===== src/rtl/atom_npu_pkg.sv =====
// Shared types and arithmetic helpers for the NPU multiply-accumulate unit.
package atom_npu_pkg;

    // Datapath states of the MAC unit.
    typedef enum logic [2:0] {
        ST_LOAD   = 3'd0,
        ST_MUL    = 3'd1,
        ST_ACCUM  = 3'd2,
        ST_FINISH = 3'd3,
        ST_OUT    = 3'd4
    } state_t;

    // Wide signed working width for saturation maths; every supported
    // ACC_W/OUT_W is well below this, so no intermediate can overflow.
    localparam int CALC_W = 64;

    typedef struct packed {
        logic              sat;
        logic [CALC_W-1:0] val;
    } sat_res_t;

    // Saturate a wide signed value into a w-bit range, signed or unsigned.
    function automatic sat_res_t saturate(
        input logic signed [CALC_W-1:0] v,
        input int                       w,
        input logic                     sgn
    );
        logic signed [CALC_W-1:0] hi;
        logic signed [CALC_W-1:0] lo;
        sat_res_t                 r;
        if (sgn) begin
            hi = (64'sd1 <<< (w - 1)) - 64'sd1;
            lo = -(64'sd1 <<< (w - 1));
        end else begin
            hi = (64'sd1 <<< w) - 64'sd1;
            lo = 64'sd0;
        end
        if (v > hi) begin
            r.sat = 1'b1;
            r.val = hi;
        end else if (v < lo) begin
            r.sat = 1'b1;
            r.val = lo;
        end else begin
            r.sat = 1'b0;
            r.val = v;
        end
        return r;
    endfunction

    // Output stage: optional ReLU (signed only, never flags saturation),
    // followed by a clamp to the output width.
    function automatic sat_res_t clamp_relu(
        input logic signed [CALC_W-1:0] v,
        input int                       w,
        input logic                     sgn,
        input logic                     relu
    );
        logic signed [CALC_W-1:0] t;
        if (sgn && relu && (v < 64'sd0)) begin
            t = 64'sd0;
        end else begin
            t = v;
        end
        return saturate(t, w, sgn);
    endfunction

endpackage


===== src/rtl/atom_npu_shift_mul.sv =====
// Serial shift-add magnitude multiplier: one multiplier bit per cycle,
// DATA_W cycles per product, pulse o_done on the final cycle.
module atom_npu_shift_mul #(
    parameter int DATA_W = 4
) (
    input  logic                  clk,
    input  logic                  rst,
    input  logic                  i_load,
    input  logic [DATA_W-1:0]     i_mag_d,
    input  logic [DATA_W-1:0]     i_mag_w,
    output logic [2*DATA_W-1:0]   o_partial,
    output logic                  o_done
);

    localparam int CNT_W = $clog2(DATA_W + 1);

    logic [DATA_W-1:0]   r_mcand;
    logic [DATA_W-1:0]   r_mult;
    logic [CNT_W-1:0]    r_bit_cnt;
    logic [2*DATA_W-1:0] r_partial;
    logic                r_active;
    logic [2*DATA_W-1:0] w_shifted;

    assign w_shifted = {{DATA_W{1'b0}}, r_mcand} << r_bit_cnt;
    assign o_done    = r_active && (r_bit_cnt == CNT_W'(DATA_W - 1));
    assign o_partial = r_partial;

    // Load operands, then add the shifted multiplicand for each set multiplier bit.
    always_ff @(posedge clk) begin
        if (rst) begin
            r_mcand   <= {DATA_W{1'b0}};
            r_mult    <= {DATA_W{1'b0}};
            r_bit_cnt <= {CNT_W{1'b0}};
            r_partial <= {(2*DATA_W){1'b0}};
            r_active  <= 1'b0;
        end else if (i_load) begin
            r_mcand   <= i_mag_d;
            r_mult    <= i_mag_w;
            r_bit_cnt <= {CNT_W{1'b0}};
            r_partial <= {(2*DATA_W){1'b0}};
            r_active  <= 1'b1;
        end else if (r_active) begin
            if (r_mult[0]) begin
                r_partial <= r_partial + w_shifted;
            end else begin
                r_partial <= r_partial;
            end
            r_mult    <= {1'b0, r_mult[DATA_W-1:1]};
            r_bit_cnt <= r_bit_cnt + CNT_W'(1);
            r_active  <= !o_done;
        end else begin
            r_active  <= 1'b0;
        end
    end

endmodule


===== src/rtl/atom_npu_mac_unit.sv =====
// Vector multiply-accumulate unit: serial products accumulated onto a bias,
// then optional ReLU and a saturating clamp, with valid/ready on both sides.
module atom_npu_mac_unit
    import atom_npu_pkg::*;
#(
    parameter int DATA_W = 4,
    parameter int ACC_W  = 16,
    parameter int OUT_W  = 4,
    parameter int SIGNED = 0
) (
    input  logic              clk,
    input  logic              rst,
    input  logic              in_valid,
    output logic              in_ready,
    input  logic [DATA_W-1:0] in_data,
    input  logic [DATA_W-1:0] in_weight,
    input  logic              in_last,
    input  logic [ACC_W-1:0]  bias_in,
    input  logic              relu_en,
    output logic              out_valid,
    input  logic              out_ready,
    output logic [OUT_W-1:0]  out_data,
    output logic              out_sat,
    output logic              busy
);

    state_t                   r_state;
    state_t                   w_next_state;
    logic                     r_first;
    logic                     r_sign;
    logic                     r_last;
    logic                     r_relu;
    logic                     r_sat;
    logic [ACC_W-1:0]         r_acc;
    logic [OUT_W-1:0]         r_out_data;
    logic                     r_out_sat;
    logic                     r_out_valid;

    logic                     w_accept;
    logic                     w_d_neg;
    logic                     w_w_neg;
    logic [DATA_W-1:0]        w_mag_d;
    logic [DATA_W-1:0]        w_mag_w;
    logic [2*DATA_W-1:0]      w_partial;
    logic                     w_mul_done;
    logic signed [CALC_W-1:0] w_acc_ext;
    logic signed [CALC_W-1:0] w_part_ext;
    logic signed [CALC_W-1:0] w_acc_sum;
    sat_res_t                 w_acc_res;
    sat_res_t                 w_out_res;
    logic                     w_unused;

    assign in_ready  = (r_state == ST_LOAD) && !rst;
    assign w_accept  = in_valid && in_ready;
    assign busy      = (r_state != ST_LOAD);
    assign out_valid = r_out_valid;
    assign out_data  = r_out_data;
    assign out_sat   = r_out_sat;

    // Operand magnitudes; the most negative value maps to 2^(DATA_W-1),
    // which still fits in DATA_W unsigned bits.
    assign w_d_neg = (SIGNED != 0) && in_data[DATA_W-1];
    assign w_w_neg = (SIGNED != 0) && in_weight[DATA_W-1];
    assign w_mag_d = w_d_neg ? ({DATA_W{1'b0}} - in_data)   : in_data;
    assign w_mag_w = w_w_neg ? ({DATA_W{1'b0}} - in_weight) : in_weight;

    // Accumulator arithmetic in a wide signed domain before saturation.
    assign w_acc_ext  = (SIGNED != 0) ? {{(CALC_W-ACC_W){r_acc[ACC_W-1]}}, r_acc}
                                      : {{(CALC_W-ACC_W){1'b0}}, r_acc};
    assign w_part_ext = {{(CALC_W-2*DATA_W){1'b0}}, w_partial};
    assign w_acc_sum  = r_sign ? (w_acc_ext - w_part_ext) : (w_acc_ext + w_part_ext);
    assign w_acc_res  = saturate(w_acc_sum, ACC_W, SIGNED != 0);
    assign w_out_res  = clamp_relu(w_acc_ext, OUT_W, SIGNED != 0, r_relu);
    assign w_unused   = &{1'b0, w_acc_res.val[CALC_W-1:ACC_W], w_out_res.val[CALC_W-1:OUT_W]};

    atom_npu_shift_mul #(
        .DATA_W (DATA_W)
    ) u_shift_mul (
        .clk       (clk),
        .rst       (rst),
        .i_load    (w_accept),
        .i_mag_d   (w_mag_d),
        .i_mag_w   (w_mag_w),
        .o_partial (w_partial),
        .o_done    (w_mul_done)
    );

    // State register.
    always_ff @(posedge clk) begin
        if (rst) begin
            r_state <= ST_LOAD;
        end else begin
            r_state <= w_next_state;
        end
    end

    // Next-state decode.
    always_comb begin
        w_next_state = r_state;
        case (r_state)
            ST_LOAD: begin
                if (w_accept) begin
                    w_next_state = ST_MUL;
                end else begin
                    w_next_state = ST_LOAD;
                end
            end
            ST_MUL: begin
                if (w_mul_done) begin
                    w_next_state = ST_ACCUM;
                end else begin
                    w_next_state = ST_MUL;
                end
            end
            ST_ACCUM: begin
                if (r_last) begin
                    w_next_state = ST_FINISH;
                end else begin
                    w_next_state = ST_LOAD;
                end
            end
            ST_FINISH: begin
                w_next_state = ST_OUT;
            end
            ST_OUT: begin
                if (out_ready) begin
                    w_next_state = ST_LOAD;
                end else begin
                    w_next_state = ST_OUT;
                end
            end
            default: begin
                w_next_state = ST_LOAD;
            end
        endcase
    end

    // Per-vector context, accumulator and registered result.
    always_ff @(posedge clk) begin
        if (rst) begin
            r_first     <= 1'b1;
            r_sign      <= 1'b0;
            r_last      <= 1'b0;
            r_relu      <= 1'b0;
            r_sat       <= 1'b0;
            r_acc       <= {ACC_W{1'b0}};
            r_out_data  <= {OUT_W{1'b0}};
            r_out_sat   <= 1'b0;
            r_out_valid <= 1'b0;
        end else begin
            case (r_state)
                ST_LOAD: begin
                    if (w_accept) begin
                        r_sign <= w_d_neg ^ w_w_neg;
                        r_last <= in_last;
                        if (r_first) begin
                            r_acc   <= bias_in;
                            r_relu  <= relu_en;
                            r_sat   <= 1'b0;
                            r_first <= 1'b0;
                        end
                    end
                end
                ST_ACCUM: begin
                    r_acc <= w_acc_res.val[ACC_W-1:0];
                    r_sat <= r_sat | w_acc_res.sat;
                end
                ST_FINISH: begin
                    r_out_data  <= w_out_res.val[OUT_W-1:0];
                    r_out_sat   <= r_sat | w_out_res.sat;
                    r_sat       <= r_sat | w_out_res.sat;
                    r_out_valid <= 1'b1;
                end
                ST_OUT: begin
                    if (out_ready) begin
                        r_out_valid <= 1'b0;
                        r_first     <= 1'b1;
                    end
                end
                default: begin
                    r_out_valid <= 1'b0;
                end
            endcase
        end
    end

endmodule

===== config.mk =====
export PLATFORM = sky130hd
export DESIGN_NAME = atom_npu_mac_unit
export DESIGN_NICKNAME = d
export VERILOG_FILES = /design/src/rtl/atom_npu_pkg.sv /design/src/rtl/atom_npu_shift_mul.sv /design/src/rtl/atom_npu_mac_unit.sv
export SDC_FILE = /design/constraint.sdc
export NUM_CORES = 1
export LEC_CHECK = 0
export CAP_MARGIN = 20
export CORE_ASPECT_RATIO = 1.1
export CORE_MARGIN = 2
export CORE_UTILIZATION = 50
export CTS_CLUSTER_DIAMETER = 150
export DETAILED_ROUTE_END_ITERATION = 8
export PLACE_DENSITY_LB_ADDON = 0.08
export REMOVE_ABC_BUFFERS = 1
export SETUP_SLACK_MARGIN = 0.1
export SYNTH_ARGS = -nofsm -noshare
export SYNTH_HDL_FRONTEND = slang
export SYNTH_SLANG_ARGS = --single-unit

===== constraint.sdc =====
create_clock -name clk -period 7.95 [get_ports clk]
set_input_delay 1.59 -clock clk [delete_from_list [all_inputs] [get_ports clk]]
set_output_delay 1.59 -clock clk [all_outputs]
set_load 0.01 [all_outputs]

### Word level (Yosys, flattened, before mapping)

Cells that the tools add are included.

* equality and inequality tests: 8
* shift operators: 1
* mux-type cells: 24
* bitwise logic cells: 3
* reduce and logical (&&, ||, !) cells: 19
* $lt $le $gt $ge: 4
* add/subtract/negate cells: 3

Operator list (number)
* 65-bit 2-to-1 mux: 4
* 16-bit 2-to-1 mux: 2
* 16-bit case mux with 2 select lines: 1
* 16-bit by 8-bit adder with 17-bit output: 1
* 17-bit by 16-bit > comparator with 1-bit output (second input constant): 1
* 17-bit by 1-bit < comparator with 1-bit output (second input constant): 1
* 16-bit by 4-bit > comparator with 1-bit output (second input constant): 1
* 16-bit by 1-bit < comparator with 1-bit output (second input constant): 1
* 3-bit case mux with 5 select lines: 1
* 3-bit by 2-bit equality test with 1-bit output (second input constant): 3
* 3-bit AND reduction: 3
* 8-bit adder: 1
* 1-bit 2-to-1 mux: 8
* 4-bit 2-to-1 mux: 2
* 4-bit by 3-bit left shift with 8-bit output: 1
* 1-bit case mux with 3 select lines: 2
* 2-bit AND reduction: 3
* 2-bit nonzero test: 3
* 3-bit nonzero test: 2
* 2-bit 2-to-1 mux: 2
* 2-bit inequality test (second input constant): 2
* 2-bit OR reduction: 2
* 3-bit by 1-bit adder with 3-bit output (second input constant): 1
* 3-bit by 1-bit equality test with 1-bit output (second input constant): 1
* 9 further kinds: 13

* output and inout bits: 8
* flip-flop bits (word level): 48

### Longest topological paths before layout

* depth in word-level cells: 6
* gate-level depth with buffers: 12
* mapped depth without buffers: 11

### Cells and area by module

From an unflattened synthesis, not the netlist that was laid out.

* cells, all modules: 373
* area total of the unflattened synthesis: 3005.4 µm²

Modules (own cells, without submodules)
* atom_npu_mac_unit: seq. area each 560.5 µm², times used 1, cells an instance 225, area each 1771.7 µm²
* atom_npu_shift_mul: seq. area each 400.4 µm², times used 1, cells an instance 148, area each 1233.7 µm²

### Least setup slack after synthesis

OpenSTA, ideal clock, no wires.

* kind: input-to-output
* from: in rst
* to: out in_ready
* path buffers: 2
* arrival: 2123 ps
* slack: 4237 ps
* required time: 6360 ps
* cell stages on the path: 3
* cell sequence: buf_2 -> clkbuf_1 -> nor2_1

* word-level cells in the longest chain between the ends: 2

RTL lines
* start: declaration: line atom_npu_mac_unit.sv:12 `input logic rst,`
* 1-bit logical NOT: line atom_npu_mac_unit.sv:53 `assign in_ready = (r_state == ST_LOAD) && !rst;`
* 1-bit logical AND: line atom_npu_mac_unit.sv:53
* end: declaration: line atom_npu_mac_unit.sv:14 `output logic in_ready,`

No other way between the ends.

### Worst setup path after layout

Ends and elaborated chain as after synthesis.

==> metrics <==
status finished clean; top cell type's share of synthesized area 32.7%; Setup WS pre-CTS 3450 ps; post-synthesis mux area share 4.90%; worst min-delay path class reg2reg; Lkg Pwr 1.24 nW; Clock Latency Late Sink 300 ps; Critical Path RT 6360 ps; Max Cap Viol 0; EDFF count, synth 0; unrepaired setup endpoints after global routing false; First DRT Iteration DRCs 143; Cell Rows 29; Area contributors post-synth dfxtp_1, ha_1, nor2_1; crit path max fanout 25; adder-cell share of the synthesized area 8.61%; syn_area_per_cell 8.13 sq um; drc violations 0; total vias in the final route 2728; Seq. cell area 961 sq um; layout cell share with drive strength beyond 1 5.38%; non-filler instance count after layout 467; FFs w/ async S/R, synth 0%; placed cell count 460; worst slew pin tran 916 ps; PwrDens 137 nW/um^2; Startpoint Class input port; vias in the first global route 2543; Worst path max stage delay 480 ps; first-pass GRT wire length 11600 microns; Fin Clk Skew 13.1 ps; Tot GR Track Use 21.8%; CTS tree built; Tcrit/Tclk final 56.7%; antenna viol nets, final 0; H-tree depth 2; f_max 0.222 GHz; Final setup viols 0; total routed wirelength 6770 microns; worst path cell trace clkdlybuf4s50_1 -> buf_4 -> nor2_1 -> clkdlybuf4s50_1; WP data arrival 2920 ps; Core Area 5730 sq um; Post-Synth XOR/XNOR Area 2.09%; register bit total from synthesis 48; GP Congestion 0.837; top_reg_cell synth dfxtp_1; Layout Nets 439; setup ws final 3440 ps; vias per cell 5.84; area taken by multi-input logic gates 1860 sq um; endpoints failing hold 0; Ports 38; Syn. warnings 0; setup_tns 0 ps; Inserted Diodes 0; post-synth top area cell dfxtp_1; Area Growth Syn to Fin 16.6%; largest net degree at the start of global routing 26; DR pass1 iterations 4; die area 6500 sq um; Slew Viols, Final 0; Starting Density 51.2%; Sink Count 48; Clk pin slew, worst setup/hold paths 90 ps; post-CTS sizing 0; fillcell total 583; GR Overflow Total 0; Netlist cell types 55; Routed wire per std cell 14.5 microns; antenna violations before repair 0; Post CTS Setup Buffer Count 0; CP Capture Type output port; main combinational cell family by area after synthesis simple AND/OR/NAND/NOR gates; simple-gate portion of the synthesized area 25.3%; Synth Area in Compound Gates 22.4%; overall die height 84.4 microns; Die Span X 77.1 microns; Num CTS Buffers 5; hold bufs inserted after CTS 0; CP top delay family buffers and inverters; Root Driver clkbuf_8; WP buf/inv 3; IO Port Bufs 36; Final HPWL DP 4990 microns; Crit Path Class in2out; fin crit period 4510 ps; slowest stage cell, crit path clkdlybuf4s50_1; Max VDD drop 0.104 mV; Seq/Total Area, Yosys 32.7%; Syn Std Cell Area 2940 sq um; dominant cell type by count on the critical path clkdlybuf4s50_1; Max Root-Sink Buffers 2; post-synthesis cell count 361; Worst slew margin 38.5%
## layout by cell type (no fill, tap or decap), types with 3 or more instances in the layout
| cell | synthesis | layout |
|---|---|---|
| a221oi_1 | 3 | 3 |
| nor4_1 | 5 | 5 |
| clkdlybuf4s50_1 | 0 | 36 |
| dfxtp_1 | 48 | 48 |
| nor2b_1 | 6 | 6 |
| nor2_1 | 36 | 36 |
| a21boi_1 | 3 | 3 |
| a211oi_1 | 6 | 6 |
| a21oi_1 | 25 | 25 |
| nand3_1 | 18 | 18 |
| o22ai_1 | 4 | 4 |
| or3_1 | 5 | 5 |
| o21a_1 | 5 | 5 |
| nand2_1 | 34 | 34 |
| o21ai_0 | 9 | 9 |
| ha_1 | 17 | 17 |
| mux2i_1 | 11 | 11 |
| o221ai_1 | 6 | 6 |
| nand3b_1 | 4 | 4 |
| and3_1 | 5 | 5 |
| inv_1 | 13 | 13 |
| o21ai_1 | 12 | 12 |
| clkbuf_8 | 0 | 5 |
| nand2b_1 | 7 | 7 |
| xnor2_1 | 6 | 6 |
| nor3_1 | 19 | 19 |
## worst min-delay path, cell delays in order (launching register included)
cell	delay, ps
dfxtp_1	320
nand3_1	60
nand2_1	50
## path summary, 6_finish.rpt
kind,from,slack [ps],depth (start not counted),to
max,rst,3440,4,in_ready
max reg2reg,u_shift_mul.r_bit_cnt[0],5200,10,u_shift_mul.o_partial[7]
min reg2reg,r_last,460,2,r_last
min,r_last,460,2,r_last
## metal layers
layer / global-route usage (%) / part of all wire (%)
met1: 28.1 / 47
met2: 37.6 / 49
met3: 4.09 / 3.1
met4: 5.36 / 0.90
met5: 0 / 0
## synth_stat cells, drive strengths merged (2+ instances only)
cell type / instances
a2111oi: 4
a211oi: 6
a21boi: 5
a21oi: 25
a221oi: 3
and2: 2
and3: 5
and4: 2
buf: 2
clkbuf: 14
dfxtp: 48
fa: 2
ha: 17
inv: 15
mux2: 3
mux2i: 11
nand2: 34
nand2b: 7
nand3: 18
nand3b: 4
nor2: 37
nor2b: 6
nor3: 19
nor4: 6
o211ai: 2
o21a: 5
o21ai: 22
o221ai: 6
o22ai: 4
or3: 5
xnor2: 6
## where the power goes
part           switching [mW]  internal [mW]
clock                  0.0801         0.0601
combinational          0.0335         0.0346
sequential             0.0122          0.250
## cell type report
cell class                      count  area share, %
Clock inverter                      1          0.146
Inverter                           15           1.64
Multi-Input combinational cell    282           54.2
Tap cell                           77           2.81
Clock buffer                        6           2.12
Timing Repair Buffer               38           11.0
Sequential cell                    48           28.1
## sequential cells by signal (all words and copies together), names as in the netlist
register and cells:
out_data 4, out_sat 1, out_valid 1, r_acc 16, r_first 1, r_last 1
r_sat 1, r_state 3, u_shift_mul.o_partial 8, u_shift_mul.r_active 1, u_shift_mul.r_bit_cnt 3, u_shift_mul.r_mcand 4
u_shift_mul.r_mult 4
## stage by stage
| step | hold slack [ps] | instance area, sq um | total power [mW] | util (%) |
|---|---|---|---|---|
| 2_1_floorplan | 434 | 2870 | 0.305 | - |
| 3_3_place_gp | 447 | 3350 | 0.334 | 58.4 |
| 3_5_place_dp | 447 | 3350 | 0.336 | 58.4 |
| 4_1_cts | 461 | 3420 | 0.474 | 59.7 |
| 5_1_grt | 506 | 3420 | 0.496 | 59.7 |
| 6_report | 459 | 3420 | 0.470 | 59.7 |
## cells by family (layout without fill, tap and decap cells)
kind of cell,count (synthesis),after routing
fa+ha+maj,19,19
simple gates,150,150
buf+inv,31,60
mux,14,14
xor+xnor,7,7
flops,48,48
compound gates,92,92
Note: power is estimated with default switching activity, not from simulation.
